[config.mk]
export PLATFORM = sky130hd
export DESIGN_NAME = uart_tx_frame_arbiter
export DESIGN_NICKNAME = d
export VERILOG_FILES = /design/src/rtl/uart_tx_frame_arbiter.sv
export SDC_FILE = /design/constraint.sdc
export NUM_CORES = 1
export LEC_CHECK = 0
export BUFFER_PORTS_ARGS = -buffer_cell sky130_fd_sc_hd__buf_2
export CAP_MARGIN = 20
export CORE_AREA = 2 2 94 78
export CTS_CLUSTER_SIZE = 24
export DETAILED_ROUTE_END_ITERATION = 16
export DIE_AREA = 0 0 96 80
export PLACE_DENSITY_LB_ADDON = 0.25
export SLEW_MARGIN = 10
export SYNTH_ARGS = -nofsm -noshare
export SYNTH_HDL_FRONTEND = slang
export SYNTH_SLANG_ARGS = --single-unit
export TNS_END_PERCENT = 100
[constraint.sdc]
create_clock -name clk -period 3.1 [get_ports clk]
set_input_delay 0.465 -clock clk [delete_from_list [all_inputs] [get_ports clk]]
set_output_delay 0.465 -clock clk [all_outputs]
set_load 0.02 [all_outputs]
[src/rtl/uart_tx_frame_arbiter.sv]
// Round-robin arbiter that wraps channel byte streams into SYNC/ID/payload frames for the UART TX FIFO.
// Define UART_TX_ARB_CSUM_EN to append an 8-bit additive checksum (ID + payload) to every frame.
module uart_tx_frame_arbiter #(
    parameter int          NUM_CH    = 4,
    parameter int          MAX_LEN   = 32,
    parameter logic [7:0]  SYNC_BYTE = 8'hA5
) (
    input  logic                  clk,
    input  logic                  rst_n,
    input  logic                  en,
    input  logic [NUM_CH-1:0]     ch_valid,
    input  logic [8*NUM_CH-1:0]   ch_data,
    input  logic [NUM_CH-1:0]     ch_last,
    output logic [NUM_CH-1:0]     ch_ready,
    input  logic                  fifo_full,
    output logic                  wr_en,
    output logic [7:0]            wr_data,
    output logic                  busy,
    output logic [2:0]            grant_id,
    output logic                  trunc_err,
    input  logic                  err_clr
);

`ifdef UART_TX_ARB_CSUM_EN
    typedef enum logic [2:0] {S_IDLE, S_SYNC, S_ID, S_PAYLOAD, S_CSUM} state_e;
`else
    typedef enum logic [2:0] {S_IDLE, S_SYNC, S_ID, S_PAYLOAD} state_e;
`endif

    state_e            state_q, state_d;
    logic [2:0]        ptr_q, ptr_d;
    logic [2:0]        grant_q, grant_d;
    logic [7:0]        len_q, len_d;
    logic              trunc_q, trunc_d;
`ifdef UART_TX_ARB_CSUM_EN
    logic [7:0]        csum_q, csum_d;
`endif

    logic [2*NUM_CH-1:0] valid_rot;
    logic                sel_found;
    logic [2:0]          sel_idx;
    logic                g_valid, g_last;
    logic [7:0]          g_data;
    logic [2:0]          ptr_next;

    assign ptr_next = (grant_q == 3'(NUM_CH - 1)) ? 3'd0 : grant_q + 3'd1;

    // Rotate the request vector so bit 0 is the channel at ptr; the first set bit wins.
    always_comb begin
        valid_rot = {ch_valid, ch_valid} >> ptr_q;
        sel_found = 1'b0;
        sel_idx   = ptr_q;
        for (int k = 0; k < NUM_CH; k++) begin
            if (!sel_found && valid_rot[k]) begin
                sel_found = 1'b1;
                sel_idx   = 3'((int'(ptr_q) + k) % NUM_CH);
            end
        end
    end

    always_comb begin
        g_valid = 1'b0;
        g_last  = 1'b0;
        g_data  = 8'h00;
        for (int i = 0; i < NUM_CH; i++) begin
            if (grant_q == 3'(i)) begin
                g_valid = ch_valid[i];
                g_last  = ch_last[i];
                g_data  = ch_data[8*i +: 8];
            end
        end
    end

    always_comb begin
        // NOTE: every signal written here gets a default first, so no path can infer a latch.
        state_d  = state_q;
        ptr_d    = ptr_q;
        grant_d  = grant_q;
        len_d    = len_q;
        trunc_d  = trunc_q;
`ifdef UART_TX_ARB_CSUM_EN
        csum_d   = csum_q;
`endif
        wr_en    = 1'b0;
        wr_data  = 8'h00;
        ch_ready = '0;

        // Clear first so a truncation in the same cycle overrides it.
        if (err_clr) trunc_d = 1'b0;

        case (state_q)
            S_IDLE: begin
                if (en && sel_found) begin
                    grant_d = sel_idx;
                    len_d   = 8'd0;
`ifdef UART_TX_ARB_CSUM_EN
                    csum_d  = 8'h00;
`endif
                    state_d = S_SYNC;
                end
            end
            S_SYNC: begin
                if (!fifo_full) begin
                    wr_en   = 1'b1;
                    wr_data = SYNC_BYTE;
                    state_d = S_ID;
                end
            end
            S_ID: begin
                if (!fifo_full) begin
                    wr_en   = 1'b1;
                    wr_data = {5'b0, grant_q};
`ifdef UART_TX_ARB_CSUM_EN
                    csum_d  = {5'b0, grant_q};
`endif
                    state_d = S_PAYLOAD;
                end
            end
            S_PAYLOAD: begin
                for (int i = 0; i < NUM_CH; i++) begin
                    ch_ready[i] = (grant_q == 3'(i)) && ch_valid[i] && !fifo_full;
                end
                if (g_valid && !fifo_full) begin
                    wr_en   = 1'b1;
                    wr_data = g_data;
                    len_d   = len_q + 8'd1;
`ifdef UART_TX_ARB_CSUM_EN
                    csum_d  = csum_q + g_data;
`endif
                    if (g_last || (len_q == 8'(MAX_LEN - 1))) begin
                        if (!g_last) trunc_d = 1'b1;
`ifdef UART_TX_ARB_CSUM_EN
                        state_d = S_CSUM;
`else
                        state_d = S_IDLE;
                        ptr_d   = ptr_next;
`endif
                    end
                end
            end
`ifdef UART_TX_ARB_CSUM_EN
            S_CSUM: begin
                if (!fifo_full) begin
                    wr_en   = 1'b1;
                    wr_data = csum_q;
                    state_d = S_IDLE;
                    ptr_d   = ptr_next;
                end
            end
`endif
            default: state_d = S_IDLE;
        endcase
    end

    // NOTE: state registers use non-blocking assignments so all flops update together at the edge.
    always_ff @(posedge clk or negedge rst_n) begin
        if (!rst_n) begin
            state_q <= S_IDLE;
            ptr_q   <= 3'd0;
            grant_q <= 3'd0;
            len_q   <= 8'd0;
            trunc_q <= 1'b0;
`ifdef UART_TX_ARB_CSUM_EN
            csum_q  <= 8'h00;
`endif
        end else begin
            state_q <= state_d;
            ptr_q   <= ptr_d;
            grant_q <= grant_d;
            len_q   <= len_d;
            trunc_q <= trunc_d;
`ifdef UART_TX_ARB_CSUM_EN
            csum_q  <= csum_d;
`endif
        end
    end

    assign busy      = (state_q != S_IDLE);
    assign grant_id  = grant_q;
    assign trunc_err = trunc_q;

endmodule

* Yosys cells after proc, flatten, opt, wreduce, memory -nomap -nowiden
Index checks and enable logic that the tools add are counted.
Word-level totals: output and inout port bits 18, bits in registers 18, input port bits 45
Cells by class: add/sub/neg operators 5, reductions and logical operators 30, shift-type cells 1, bitwise gates (word level) 3, muxes and demuxes 43, equal/unequal tests 12
Operator list (count):
- $mux 8 | 8
- $mux 3 | 11
- $pmux 8 s3 | 1
- $mux 1 | 19
- $pmux 8 s2 | 1
- $logic_and 1x1->1 | 13
- $eq 3x2->1 const B | 4
- $pmux 3 s4 | 1
- $ne 2x2->1 const B | 5
- $add 8x1->8 const B | 1
- $eq 8x5->1 const B | 1
- $reduce_or 2->1 | 4
- $shr 8x3->4 | 1
- $eq 3x1->1 const B | 2
- $logic_not 3->1 | 2
- $reduce_and 3->1 | 2
- $reduce_and 5->1 | 1
- $add 2x2->2 const B | 2
- $logic_not 1->1 | 4
- $mux 4 | 1
- $add 3x1->3 const B | 1
- $and 1x1->1 const A | 3
- $reduce_bool 3->1 | 1
- $add 2x1->2 const B | 1
- 4 further kinds | 4

* Depth between registers and ports, before layout
depth in word-level cells 14, gate-level depth with buffers 8

* Least setup slack after synthesis
OpenSTA, ideal clock, no wires.
path kind register to output, start point register grant_q[1], in the netlist grant_id[1], end point output wr_data[3], data arrival time 2.203 ns, path buffers 0, path slack 0.432 ns, stages on the path, launching flop included 7, path through dfrtp_1 -> inv_1 -> ha_1 -> nand3b_1 -> a2111oi_4 -> or2b_1 -> nor2_1
Between the ends: longest elaborated chain between the ends 8, elaborated cells between the ends (all ways) 15, classes of those cells eq/ne: 3; mux: 10; reduce/logical: 2
RTL lines:
- start, declared | line 32 | logic [2:0] grant_q, grant_d;
- start signal, assigned | line 169 | grant_q <= grant_d;
- $logic_not 3->1 | line 66 | if (grant_q == 3'(i)) begin
- $mux 1 (4 in a row) | line 66
- $logic_and 1x1->1 | line 123 | if (g_valid && !fifo_full) begin
- $mux 8 (*) | line 123
- $pmux 8 s3 (*) | line 91 | case (state_q)
- end, declared | line 17 | output logic [7:0] wr_data,
Every way passes the cells marked *; elsewhere a longest branch is shown, timed or not.

* Final worst setup path
start point register state_q[1], end point output wr_data[3]
Between the ends: longest elaborated chain between the ends 2, elaborated cells between the ends (all ways) 4, classes of those cells eq/ne: 3; mux: 1
RTL lines:
- start, declared | line 30 | state_e state_q, state_d;
- start signal, assigned | line 167 | state_q <= state_d;
- $eq 3x2->1 / $eq 3x1->1 (equally long branches) | line 91
- $pmux 8 s3 (*) | line 91
Marks and branches as above.

==> metrics.md <==
| Metric | Value |
|---|---|
| Crit-path max FO | `6` |
| Fin area | `2137 um2` |
| Part of the Yosys area used for sequential elements | `26.15%` |
| Cell with the most instances after synthesis | `sky130_fd_sc_hd__nor2_1` |
| Startpoint of the worst-slack reg-to-reg timing path | `state_q[1]$_DFFE_PN0P_` |
| Final Hold Violating Endpoints | `0` |
| Core region area | `6723 um2` |
| Overall Power | `1.597 mW` |
| Clk slew on worst S/H paths | `0.06 ns` |
| Outcome | `finished, final reports clean` |
| Ports placed on the boundary | `63` |
| Ratio of routed vias to standard cells | `4.871` |
| Count of flip-flops with a built-in enable after synthesis | `0` |
| Die ar. | `7680 um2` |
| Placed wire-length estimate | `4.110 mm` |
| Area Growth Syn to Fin | `31.38%` |
| GR Overflow Total | `0` |
| Leakage Power | `0.9909 nW` |
| Cell area after synthesis | `1627 um2` |
| Die outline width | `96 um` |
| Type of the worst setup path | `register to output pin` |
| Setup repair after global routing missed its margin | `no` |
| Level count of the clock H-tree | `1` |
| Drt first pass iters | `4` |
| Cells taking the most area after synthesis | `sky130_fd_sc_hd__dfrtp_1 26%, sky130_fd_sc_hd__ha_1 8.5%, sky130_fd_sc_hd__a21oi_1 5.5%, sky130_fd_sc_hd__o21ai_0 5.5%, sky130_fd_sc_hd__nor2_1 5.5%` |
| Mean area per synthesized cell | `7.746 um2` |
| Total Wirelength | `5.129 mm` |
| Initial core utilization | `24.20%` |
| Vias in the first global route | `1681` |
| Total inserted antenna cells | `0` |
| First-pass GRT wire length | `8.321 mm` |
| Remaining routing DRC violations | `0` |
| Worst Reg2Reg Path Length in Cells | `8` |
| Final Cycle Share | `91.68%` |
| Type of element launching the critical path | `register` |
| Number of max-slew violations in the final report | `0` |
| Count of standard-cell rows | `27` |
| Proportion of register bits with asynchronous set or reset after synthesis | `100.0%` |
| Distinct cell type count after synthesis | `44` |
| Path category of the worst min-delay check | `primary input to asynchronous set/reset pin` |
| Maximum root-to-sink buffer count | `2` |
| Buffers on Ports | `62` |
| Post-route ant nets | `0` |
| Max-cap violations | `0` |
| Net total in the final layout | `333` |
| Fraction of synthesized cell area taken by the top area cell type | `26.15%` |
| Routed length per instance | `14.13 um` |
| Type of element capturing the critical path | `output pin` |
| Flip-flop cell with the highest count after synthesis | `sky130_fd_sc_hd__dfrtp_1` |
| Worst endpoint data arrival time | `2.38 ns` |
| Max_slew headroom | `58.25%` |
| Max IR drop VDD | `0.3334 mV` |
| Clk sink count | `17` |
| Instance area at placement | `2063 um2` |
| Number of antenna violations at the first check in global routing | `0` |
| Filler cells | `738` |
| Most used standard cells in the synthesized netlist | `24 x sky130_fd_sc_hd__nor2_1, 18 x sky130_fd_sc_hd__a21oi_1, 18 x sky130_fd_sc_hd__nand2_1, 18 x sky130_fd_sc_hd__o21ai_0, 17 x sky130_fd_sc_hd__dfrtp_1` |
| Floorplan die height | `80 um` |
| Number of warning messages in the yosys log | `0` |
| Reg2reg end | `len_q[4]$_DFFE_PN0P_` |
| Nets in the synthesized netlist | `266` |
| Setup slack of the most critical reg-to-reg path | `0.43 ns` |
| Final TNS setup | `0 ns` |
| Total vias in the final route | `1768` |
| Seq cells post-synth | `17` |
| Post-synthesis cell type with the largest combined area | `sky130_fd_sc_hd__dfrtp_1` |
| Final min period | `2.842 ns` |
| Placer Congestion | `0.7986` |
| Largest net degree at the start of global routing | `18` |
| Syn Inst Count | `210` |
| TritonCTS Buffers | `3` |
| Power density over cell area | `747.4 nW/um2` |
| Least-Margin Pin Slew | `0.6262 ns` |
| Launch point of the critical path | `state_q[1]$_DFFE_PN0P_` |
| Crit path required time | `2.63 ns` |
| Global Route Usage Sum | `13.61%` |
| Max Fclk | `351.9 MHz` |
| Clock tree root driver cell | `sky130_fd_sc_hd__clkbuf_8` |
| Skew-Pair Late Insertion Delay | `0.25 ns` |
| Total of endpoints with negative setup slack in the final report | `0` |
| Skew final | `0.002169 ns` |
| CTS tree | `done` |
| Starting DRC count in detailed routing | `81` |
| Share of layout cells above drive strength 1 | `30.43%` |
[critical path: stages (launching register included)]
cell	delay, ns
sky130_fd_sc_hd__dfrtp_1	0.41
sky130_fd_sc_hd__ha_1	0.29
sky130_fd_sc_hd__or3b_1	0.41
sky130_fd_sc_hd__a2111oi_4	0.40
sky130_fd_sc_hd__or2b_1	0.33
sky130_fd_sc_hd__nor2_1	0.12
sky130_fd_sc_hd__buf_2	0.17
[metal layers]
layer	global-route usage (%)	vias up	wire length, um
met3	2.266	2	263
met2	19.31	44	2113
met5	0	-	0
met1	21.80	813	2745
met4	1.143	0	7
li1	-	909	-
[placed cells by master (no fill, tap or decap), drive strengths merged, types with 2 or more instances in the layout]
master / count
buf: 69
nor2: 24
a21oi: 18
nand2: 18
o21ai: 18
dfrtp: 17
inv: 11
ha: 11
a221oi: 7
and3: 6
o31ai: 6
nand3b: 5
nand3: 5
nor2b: 5
and2: 4
nor3: 4
nand2b: 4
or3: 4
clkbuf: 4
mux2i: 3
a211oi: 3
nor3b: 3
a2111oi: 3
a21o: 2
or2b: 2
mux2: 2
o311ai: 2
or4: 2
[flip-flops by register name, indices dropped and copies added, names as in the netlist]
name and count:
len_q 8, grant_id 3, ptr_q 3, state_q 2, trunc_err 1
[power by group]
group / switching [mW] / internal [mW] / leakage [nW] / total [mW]
clock network: 0.0733 / 0.0912 / 0.0228 / 0.164
registers: 0.0912 / 0.275 / 0.227 / 0.367
logic: 0.625 / 0.442 / 0.742 / 1.07
total: 0.789 / 0.808 / 0.991 / 1.60
[layout make-up]
class	instances	area, um2	share of cell area, %
multi-input combinational	174	1149	53.75
sequential	17	426.7	19.96
timing repair buffer	69	362.8	16.98
tap	87	108.9	5.094
clock buffer	4	45.04	2.108
inverter	12	45.04	2.108
[repair_timing]
item                       in CTS  in global routing
buffers inserted                0                  1
gates resized for setup         0                  7
setup endpoints to repair       0                  9
hold buffers                    0                  0
[kinds of logic after synthesis]
kind of cell | count (synthesis) | synth area share, %
DFF | 17 | 26.15
muxes | 5 | 3.231
buffers and inverters | 19 | 4.461
adders and majority gates | 11 | 8.461
AOI/OAI and AO/OA | 69 | 29.39
and+or+nand+nor | 89 | 28.31
[through the flow]
step,util (%),hold slack (ns),std cells,worst slack [ns]
3_5_place_dp,30.69,0.4095,358,0.3432
5_1_grt,31.79,0.1524,363,0.002483
4_1_cts,31.36,0.1364,362,0.05858
3_3_place_gp,30.69,0.4078,358,0.3272
6_report,31.79,0.1260,363,0.2580
2_1_floorplan,-,0.1694,210,0.4316
[worst max path at each step]
stage	cells past startpoint	slack (ns)	end
after floorplan	6	0.43	wr_data[3]
after global placement	8	0.33	wr_data[0]
after detailed placement	8	0.34	wr_data[7]
after CTS	8	0.06	wr_data[7]
after global routing	8	0.002	wr_data[7]
final	6	0.26	wr_data[3]
(Power assumes the default switching activity.)
